## config.mk

```make
export PLATFORM = sky130hd
export DESIGN_NAME = status_led_flat
export DESIGN_NICKNAME = d
export VERILOG_FILES = /design/src/rtl/status_led_pkg.sv /design/src/rtl/status_led_if.sv /design/src/rtl/status_led_led_pwm.sv /design/src/rtl/status_led.sv /design/src/flat_wrapper.sv
export SDC_FILE = /design/constraint.sdc
export NUM_CORES = 1
export LEC_CHECK = 0
export BUFFER_PORTS_ARGS = -buffer_cell sky130_fd_sc_hd__buf_2
export CORE_MARGIN = 5
export CORE_UTILIZATION = 40
export CTS_CLUSTER_DIAMETER = 80
export DETAILED_ROUTE_END_ITERATION = 7
export GPL_TIMING_DRIVEN = 1
export SLEW_MARGIN = 25
export SYNTH_ARGS = -nofsm -noshare
export SYNTH_HDL_FRONTEND = slang
export SYNTH_SLANG_ARGS = --single-unit
```

## constraint.sdc

```tcl
create_clock -name i_clk -period 2.7 [get_ports i_clk]
set_input_delay 0.54 -clock i_clk [delete_from_list [all_inputs] [get_ports i_clk]]
set_output_delay 0.54 -clock i_clk [all_outputs]
set_load 0.05 [all_outputs]
```

## src/rtl/status_led_pkg.sv

```systemverilog
// rtl/status_led_pkg.sv - state encodings and derived divisor functions for status_led
package status_led_pkg;

   typedef enum logic [1:0] {
      ST_IDLE = 2'd0,
      ST_RUN  = 2'd1,
      ST_PASS = 2'd2,
      ST_FAIL = 2'd3
   } state_t;

   // clocks per blink half-period (red on, then red off)
   function automatic int blink_half(input int clk_freq, input int blink_hz);
      return clk_freq / (2 * blink_hz);
   endfunction

   // clocks per one-step change of the breathing duty
   function automatic int breathe_step(input int clk_freq, input int pwm_bits);
      return clk_freq / (1 << (pwm_bits + 1));
   endfunction

endpackage

```

## src/rtl/status_led_if.sv

```systemverilog
// rtl/status_led_if.sv - status inputs and LED/debug outputs of status_led
interface status_led_if;
   logic       i_running;
   logic       i_passed;
   logic       o_led_r;
   logic       o_led_g;
   logic       o_led_b;
   logic [1:0] o_state;

   modport master (
      output i_running, i_passed,
      input  o_led_r, o_led_g, o_led_b, o_state
   );

   modport slave (
      input  i_running, i_passed,
      output o_led_r, o_led_g, o_led_b, o_state
   );
endinterface

```

## src/rtl/status_led_led_pwm.sv

```systemverilog
// rtl/status_led_led_pwm.sv - one PWM colour channel with a registered lit bit
module led_pwm #(
   parameter int PWM_BITS = 8
) (
   input  logic                i_clk,
   input  logic                i_rst,
   input  logic [PWM_BITS-1:0] i_cnt,
   input  logic [PWM_BITS-1:0] i_duty,
   input  logic                i_en,
   output logic                o_lit
);
   logic r_lit;

   // duty 0 can never satisfy cnt < duty, so it is always dark
   always_ff @(posedge i_clk) begin
      if (i_rst) begin
         r_lit <= 1'b0;
      end else begin
         r_lit <= i_en && (i_cnt < i_duty);
      end
   end

   assign o_lit = r_lit;
endmodule

```

## src/rtl/status_led.sv

```systemverilog
// rtl/status_led.sv - test-status FSM driving PWM RGB LED patterns; STATUS_LED_BREATHE_EN breathes blue in RUN
module status_led
   import status_led_pkg::*;
#(
   parameter int CLK_FREQ = 48_000_000,
   parameter int PWM_BITS = 8,
   parameter int BRIGHT   = 64,
   parameter int BLINK_HZ = 2
) (
   input  logic        i_clk,
   input  logic        i_rst,
   status_led_if.slave io
);
   localparam int BLINK_HALF = blink_half(CLK_FREQ, BLINK_HZ);
   localparam int BLINK_W    = (BLINK_HALF > 1) ? $clog2(BLINK_HALF) : 1;
   localparam logic [BLINK_W-1:0]  BLINK_LAST  = BLINK_W'(BLINK_HALF - 1);
   localparam logic [PWM_BITS-1:0] DUTY_BRIGHT = PWM_BITS'(BRIGHT);

`ifndef SYNTHESIS
   if (BLINK_HALF < 2) begin : g_chk_blink
      $error("status_led: CLK_FREQ/(2*BLINK_HZ) must be at least 2");
   end
   if (breathe_step(CLK_FREQ, PWM_BITS) < 1) begin : g_chk_step
      $error("status_led: CLK_FREQ/2^(PWM_BITS+1) must be at least 1");
   end
`endif

   state_t              r_state;
   state_t              w_state_nxt;
   logic [PWM_BITS-1:0] r_pwm_cnt;
   logic [BLINK_W-1:0]  r_blink_cnt;
   logic                r_blink_ph;
   logic                w_enter_fail;
   logic [PWM_BITS-1:0] w_run_duty;
   logic                w_en_r, w_en_g, w_en_b;
   logic                w_lit_r, w_lit_g, w_lit_b;

   always_comb begin
      w_state_nxt = r_state;
      case (r_state)
         ST_IDLE: if (io.i_running) w_state_nxt = ST_RUN;
         ST_RUN:  if (!io.i_running) w_state_nxt = io.i_passed ? ST_PASS : ST_FAIL;
         ST_PASS: if (io.i_running) w_state_nxt = ST_RUN;
         ST_FAIL: if (io.i_running) w_state_nxt = ST_RUN;
         default: w_state_nxt = ST_IDLE;
      endcase
   end

   assign w_enter_fail = (w_state_nxt == ST_FAIL) && (r_state != ST_FAIL);

   always_ff @(posedge i_clk) begin
      if (i_rst) begin
         r_state     <= ST_IDLE;
         r_pwm_cnt   <= '0;
         r_blink_cnt <= '0;
         r_blink_ph  <= 1'b0;
      end else begin
         r_state   <= w_state_nxt;
         r_pwm_cnt <= r_pwm_cnt + 1'b1;
         // restart the blink so a fresh failure always opens with red on
         if (w_enter_fail) begin
            r_blink_cnt <= '0;
            r_blink_ph  <= 1'b1;
         end else if (r_blink_cnt == BLINK_LAST) begin
            r_blink_cnt <= '0;
            r_blink_ph  <= ~r_blink_ph;
         end else begin
            r_blink_cnt <= r_blink_cnt + 1'b1;
         end
      end
   end

`ifdef STATUS_LED_BREATHE_EN
   localparam int BR_STEP = breathe_step(CLK_FREQ, PWM_BITS);
   localparam int BR_W    = (BR_STEP > 1) ? $clog2(BR_STEP) : 1;
   localparam logic [BR_W-1:0]     BR_LAST     = BR_W'(BR_STEP - 1);
   localparam logic [PWM_BITS-1:0] DUTY_NEAR_T = {{(PWM_BITS-1){1'b1}}, 1'b0};
   localparam logic [PWM_BITS-1:0] DUTY_ONE    = PWM_BITS'(1);

   logic [BR_W-1:0]     r_br_cnt;
   logic [PWM_BITS-1:0] r_br_duty;
   logic                r_br_down;
   logic                w_enter_run;

   assign w_enter_run = (w_state_nxt == ST_RUN) && (r_state != ST_RUN);

   // triangle wave: turn around as the duty reaches full scale or zero
   always_ff @(posedge i_clk) begin
      if (i_rst || w_enter_run) begin
         r_br_cnt  <= '0;
         r_br_duty <= '0;
         r_br_down <= 1'b0;
      end else if (r_state == ST_RUN) begin
         if (r_br_cnt == BR_LAST) begin
            r_br_cnt <= '0;
            if (!r_br_down) begin
               r_br_duty <= r_br_duty + 1'b1;
               if (r_br_duty == DUTY_NEAR_T) r_br_down <= 1'b1;
            end else begin
               r_br_duty <= r_br_duty - 1'b1;
               if (r_br_duty == DUTY_ONE) r_br_down <= 1'b0;
            end
         end else begin
            r_br_cnt <= r_br_cnt + 1'b1;
         end
      end
   end

   assign w_run_duty = r_br_duty;
`else
   assign w_run_duty = DUTY_BRIGHT;
`endif

   assign w_en_r = (r_state == ST_FAIL) && r_blink_ph;
   assign w_en_g = (r_state == ST_PASS);
   assign w_en_b = (r_state == ST_RUN);

   led_pwm #(.PWM_BITS(PWM_BITS)) u_pwm_r (
      .i_clk(i_clk), .i_rst(i_rst), .i_cnt(r_pwm_cnt),
      .i_duty(DUTY_BRIGHT), .i_en(w_en_r), .o_lit(w_lit_r)
   );
   led_pwm #(.PWM_BITS(PWM_BITS)) u_pwm_g (
      .i_clk(i_clk), .i_rst(i_rst), .i_cnt(r_pwm_cnt),
      .i_duty(DUTY_BRIGHT), .i_en(w_en_g), .o_lit(w_lit_g)
   );
   led_pwm #(.PWM_BITS(PWM_BITS)) u_pwm_b (
      .i_clk(i_clk), .i_rst(i_rst), .i_cnt(r_pwm_cnt),
      .i_duty(w_run_duty), .i_en(w_en_b), .o_lit(w_lit_b)
   );

   assign io.o_led_r = w_lit_r;
   assign io.o_led_g = w_lit_g;
   assign io.o_led_b = w_lit_b;
   assign io.o_state = r_state;
endmodule
```

## src/flat_wrapper.sv

```systemverilog
// flat-port wrapper written by rule: the top's interface ports become plain ports
module status_led_flat import status_led_pkg::*;
#(
   parameter int CLK_FREQ = 48_000_000,
   parameter int PWM_BITS = 8,
   parameter int BRIGHT   = 64,
   parameter int BLINK_HZ = 2
)
  (i_clk, i_rst, io_i_running, io_i_passed, io_o_led_r, io_o_led_g, io_o_led_b, io_o_state);
  status_led_if io_i ();
  input  logic i_clk;
  input  logic i_rst;
  input wire logic [$bits(io_i.i_running)-1:0] io_i_running;
  input wire logic [$bits(io_i.i_passed)-1:0] io_i_passed;
  output wire logic [$bits(io_i.o_led_r)-1:0] io_o_led_r;
  output wire logic [$bits(io_i.o_led_g)-1:0] io_o_led_g;
  output wire logic [$bits(io_i.o_led_b)-1:0] io_o_led_b;
  output wire logic [$bits(io_i.o_state)-1:0] io_o_state;
  assign io_i.i_running = io_i_running;
  assign io_i.i_passed = io_i_passed;
  assign io_o_led_r = io_i.o_led_r;
  assign io_o_led_g = io_i.o_led_g;
  assign io_o_led_b = io_i.o_led_b;
  assign io_o_state = io_i.o_state;
  status_led #(.CLK_FREQ(CLK_FREQ), .PWM_BITS(PWM_BITS), .BRIGHT(BRIGHT), .BLINK_HZ(BLINK_HZ)) u_core (.i_clk(i_clk), .i_rst(i_rst), .io(io_i));
endmodule
```

== Word level (Yosys, flattened, before mapping) ==
Index checks and enable logic that the tools add are counted.

* Bitwise gates (word level): 1
* Order comparisons: 1
* Shift operators: 0
* Reductions and logical operators: 9
* Multipliers: 0
* Add/subtract/negate cells: 2
* Muxes and demuxes: 6
* Div/mod/pow operators: 0
* Equality and inequality tests: 6

{| class="wikitable"
|+ Operators with widths
! cell !! count
|-
| 24-bit by 1-bit adder with 24-bit output, second input constant || 1
|-
| 24-bit equality test, second input constant || 1
|-
| 8-bit by 1-bit adder with 8-bit output, second input constant || 1
|-
| 8-bit by 7-bit less-than comparator with 1-bit output, second input constant || 1
|-
| 2-bit equality test, second input constant || 3
|-
| 3-bit OR reduction || 2
|-
| 1-bit logical AND || 5
|-
| 2-bit 2-to-1 mux || 2
|-
| 2-bit one-hot mux with 2 select lines || 1
|-
| 1-bit 2-to-1 mux || 3
|-
| 2-bit by 1-bit equality test with 1-bit output, second input constant || 1
|-
| 2-bit zero test || 1
|-
| 2-bit != test, second input constant || 1
|-
| 2-bit nonzero test || 1
|-
| 1-bit NOT || 1
|}

* Bits in read-only memories: 0
* Memories: 0
* Output and inout port bits: 5
* Bits of input ports: 4
* Memory bits (writable): 0
* Logic and storage cells: 32
* Latch bits: 0
* Register bits after elaboration: 38

== Longest topological paths before layout ==
* Depth after elaboration: 6
* Depth in mapped cells: 6
* Depth with buffers taken out: 5

== By module ==
Synthesis repeated with hierarchy kept, for this count alone.

* Cells, all modules: 247
* Area, all modules: 2185.8 µm²

{| class="wikitable"
|+ By module, submodules not included
! module !! sequential area each (µm²) !! area each (µm²) !! cells an instance !! times used
|-
| status_led || 700.7 || 1570.3 || 175 || 1
|-
| led_pwm || 20.0 || 205.2 || 24 || 3
|}

== Worst setup path before layout ==
Ideal clock, no wire load.

* Path kind: register to register
* Start point: reg u_core.r_blink_cnt[0]
* End point: reg u_core.r_blink_cnt[18]
* Stages on the path, launching flop included: 7
* Slack: 0.690 ns
* Setup time: 0.066 ns
* Data arrival time: 1.944 ns
* Buffers on the path: 1
* Clock period less this slack: 2.010 ns
* Data required time: 2.634 ns
* Cell sequence: dfxtp_1 > ha_1 > nand4_1 > or4_1 > buf_2 > or4_4 > a21oi_2

* Cells in the longest elaborated chain, start to end: 2
* Elaborated cells between the ends (all ways): 3
* Classes of those cells: 1 x add/sub; 1 x eq/ne; 1 x reduce/logical

{| class="wikitable"
|+ RTL lines
! element !! line !! source
|-
| from (decl) || status_led.sv:31 || <nowiki>logic [BLINK_W-1:0] r_blink_cnt;</nowiki>
|-
| from (signal assigned) || status_led.sv:68 || <nowiki>r_blink_cnt <= r_blink_cnt + 1'b1;</nowiki>
|-
| branches (longest 2 deep; another with 24-bit by 1-bit adder with 24-bit output) || -- ||
|}

Several ways; the timed one is not identified.
A chain may end at the register's enable or synchronous reset.

== Worst setup path in the final report ==
Ends and elaborated chain as after synthesis.

==> impl_metrics.csv <==
group,metric,value,unit
outcome,status,"finished clean",
timing,finalCritPeriodShare,82.1,%
logic_synthesis,postSynthCellCount,181,
setup_path,cp_slowest_cell,"or4_1",
power,combPwrFrac,4.0,%
logic_synthesis,synth_seq_cells,38,
grt,overflow,0,
timing,skew,0.00969,ns
floorplan,dieArea,0.00543,mm2
floorplan,start_util,40.8,%
clock_network,clk_path_buf_depth,2,
power,clockPowerShare,47.8,%
setup_path,r2r_slack,0.48,ns
final_layout,fin_cells,245,
setup_path,required,2.92,ns
logic_synthesis,synth_nets,187,
drt,antenna_left,0,
clock_network,cts_made_buffers,5,
logic_synthesis,synth.distinct_cells,31,
power,seq_power_share,48.1,%
drt,wirelength,2.97,mm
hold_path,hold_path.startpoint,"io_i_running",
logic_synthesis,yosysTopAreaCell,"dfxtp_1",
power,p_leak,0.000628,uW
final_layout,drive_gt1_share,14.4,%
timing,hold_viol,0,
drt,vias,1295,
place,hpwl,2.15,mm
setup_path,crit_fanout,10,
logic_synthesis,netlist_area,0.00162,mm2
floorplan,dieHeight,73.7,um
final_layout,fin_nets,200,
drt,drc,0,
power,p_total,1210,uW
place,gp_congestion,0.741,
clock_network,clock_latency,0.29,ns
timing,rsz0062_at_grt,"no",
logic_synthesis,yosysWarnings,0,
final_layout,mostFrequentLayoutCells,"dfxtp_1 (38), nor2_1 (29), xnor2_1 (11)",
grt,grt_max_degree,16,
final_layout,diodes,0,
setup_path,timing.rr.start,"u_core.r_blink_cnt[0]",
clock_network,cts.repair.resized,0,
clock_network,post_cts_buffers,0,
power,powerDensity,648,mW/mm2
timing,setup_viol,0,
logic_synthesis,avgSynthCellArea,8.96,um2
setup_path,max_stage_delay,0.71,ns
final_layout,syn_to_final_growth,14.8,%
drt,viasPerCell,5.29,
timing,fin_setup_tns,0,ns
grt,antenna_found_initial,0,
setup_path,arrival,2.44,ns
drt,drt-pass1-iter-count,4,
setup_path,worstSetupStartpointType,"register",
hold_path,whs_path_depth,2,
power,p_int,959,uW
timing,finalMaxSlewViolations,0,
job,maxCapViolCount,0,
power,netSwitchingFraction,20.5,%
place,placedCellCount,237,
clock_network,holdBufCountCts,0,
floorplan,fp.dieW,73.7,um
place,numPortBuffers,8,
timing,slew_headroom,66.7,%
clock_network,cts_root_buf,"clkbuf_8",
drt,wl_per_cell,12.1,um
grt,grt_pass1_vias,1245,
floorplan,ioPinCount,9,
setup_path,timing.rr.end,"u_core.r_blink_cnt[18]",
grt,grt_usage,12.6,%
grt,grt_pass1_wl,5.34,mm
final_layout,final_common_cell,"dfxtp_1",
logic_synthesis,synth_area_leaders,"dfxtp_1 (47%), nor2_1 (6.7%), xnor2_1 (5.9%), xor2_1 (4.3%), a21oi_1 (2.5%)",
setup_path,reg2reg_depth,5,
timing,min_period,2.22,ns
power,ir_drop,0.358,mV
power,switchingPower,247,uW
clock_network,htree_levels,2,
hold_path,holdCritPathClass,"input port to register",
setup_path,crit_path_cell_trace,"ha_1 -> nand4_1 -> or4_1 -> or4_4 -> a21oi_2",
hold_path,hold_path_end,"u_core.io.o_state[1]",
drt,first_iter_violations,61,
timing,fmax,451,MHz
floorplan,coreArea,0.00397,mm2
floorplan,rows,23,
setup_path,end_kind,"register",
setup_path,critPathKind,"register to register",
clock_network,cts_tree,"done",
logic_synthesis,yosysSeqAreaShare,46.9,%
clock_network,path_clk_slew,0.08,ns
logic_synthesis,synthDominantCellAreaShare,46.9,%
timing,tightest_slew,0.496,ns
clock_network,cts_num_sinks,38,
power by group through the flow:
stage / registers, uW / clock network (uW) / logic [uW]
5_1_grt: 582 / 616 / 55.1
4_1_cts: 580 / 593 / 49.6
6_report: 581 / 577 / 48.7
3_3_place_gp: 593 / 0 / 47.9
2_1_floorplan: 602 / 0 / 25.6
3_5_place_dp: 594 / 0 / 49.2
Yosys cell counts:
library cell,number
nor2b_1,1
nor3_1,7
dfxtp_1,38
nand2_1,10
clkbuf_1,2
nand4_2,1
or4_1,5
and3_1,3
and4_1,2
or3_1,4
nor4_1,2
xor2_1,8
xnor2_1,11
o31ai_1,5
buf_2,3
ha_1,2
nand2b_1,1
nand4_1,6
inv_1,7
nand3_2,1
nand3_1,7
o21ai_0,5
a21oi_1,8
nor2_1,29
a21oi_2,2
o21a_1,1
nor4bb_1,2
or4_2,1
nor4b_1,3
or3_2,2
or4_4,2
area by class of cell:
class	instances	area (um2)
Timing Repair Buffer	11	62.6
Sequential cell	38	761
Clock buffer	5	68.8
Tap cell	50	62.6
Inverter	7	26.3
Clock inverter	3	68.8
Fill cell	395	2110
Multi-Input combinational cell	131	812
per-stage QoR:
step / cell area (um2) / hold slack, ns / util, % / setup WS [ns]
after floorplan: 1620 / 0.413 / - / 0.690
after global placement: 1720 / 0.427 / 43.4 / 0.562
after detailed placement: 1720 / 0.440 / 43.4 / 0.502
after CTS: 1860 / 0.428 / 46.9 / 0.486
after global routing: 1860 / 0.433 / 46.9 / 0.391
final: 1860 / 0.434 / 46.9 / 0.483
cells by family (layout without fill, tap and decap cells):
group	count (synthesis)	after routing	synth area share [%]
buf+inv	12	26	3.01
xor+xnor	19	19	10.3
fa+ha+maj	2	2	1.54
compound gates	21	21	7.87
flops	38	38	46.9
simple gates	89	89	30.4
per-layer routing:
metal,global-route usage [%],routed length (um),part of all wire [%],vias up
met5,0,0,0,-
met1,14.9,1390,47,595
met2,21.0,1380,46,25
li1,-,-,-,670
met4,5.63,49,1.6,0
met3,3.69,154,5.2,5
worst max-delay path by stage:
stage	startpoint	to	slack, ns	depth (start not counted)
6_report	u_core.r_blink_cnt[0]	u_core.r_blink_cnt[18]	0.48	5
5_1_grt	u_core.r_blink_cnt[0]	u_core.r_blink_cnt[18]	0.39	5
4_1_cts	u_core.r_blink_cnt[0]	u_core.r_blink_cnt[18]	0.49	5
3_5_place_dp	u_core.r_blink_cnt[0]	u_core.r_blink_cnt[18]	0.50	5
3_3_place_gp	u_core.r_blink_cnt[0]	u_core.r_blink_cnt[18]	0.56	5
2_1_floorplan	u_core.r_blink_cnt[0]	u_core.r_blink_cnt[18]	0.69	6
sequential cells by signal, indices dropped and copies added (netlist names):
register	cells
u_core.u_pwm_g.o_lit	1
u_core.r_blink_ph	1
u_core.r_pwm_cnt	8
u_core.r_blink_cnt	24
u_core.io.o_state	2
u_core.u_pwm_b.o_lit	1
u_core.u_pwm_r.o_lit	1
critical path, delay by kind of cell (launching register included):
kind | cells | cell delay, ns
AOI/OAI and AO/OA | 1 | 0.14
adders and majority gates | 1 | 0.22
DFF | 1 | 0.37
and+or+nand+nor | 3 | 1.43
(Power assumes the default switching activity.)
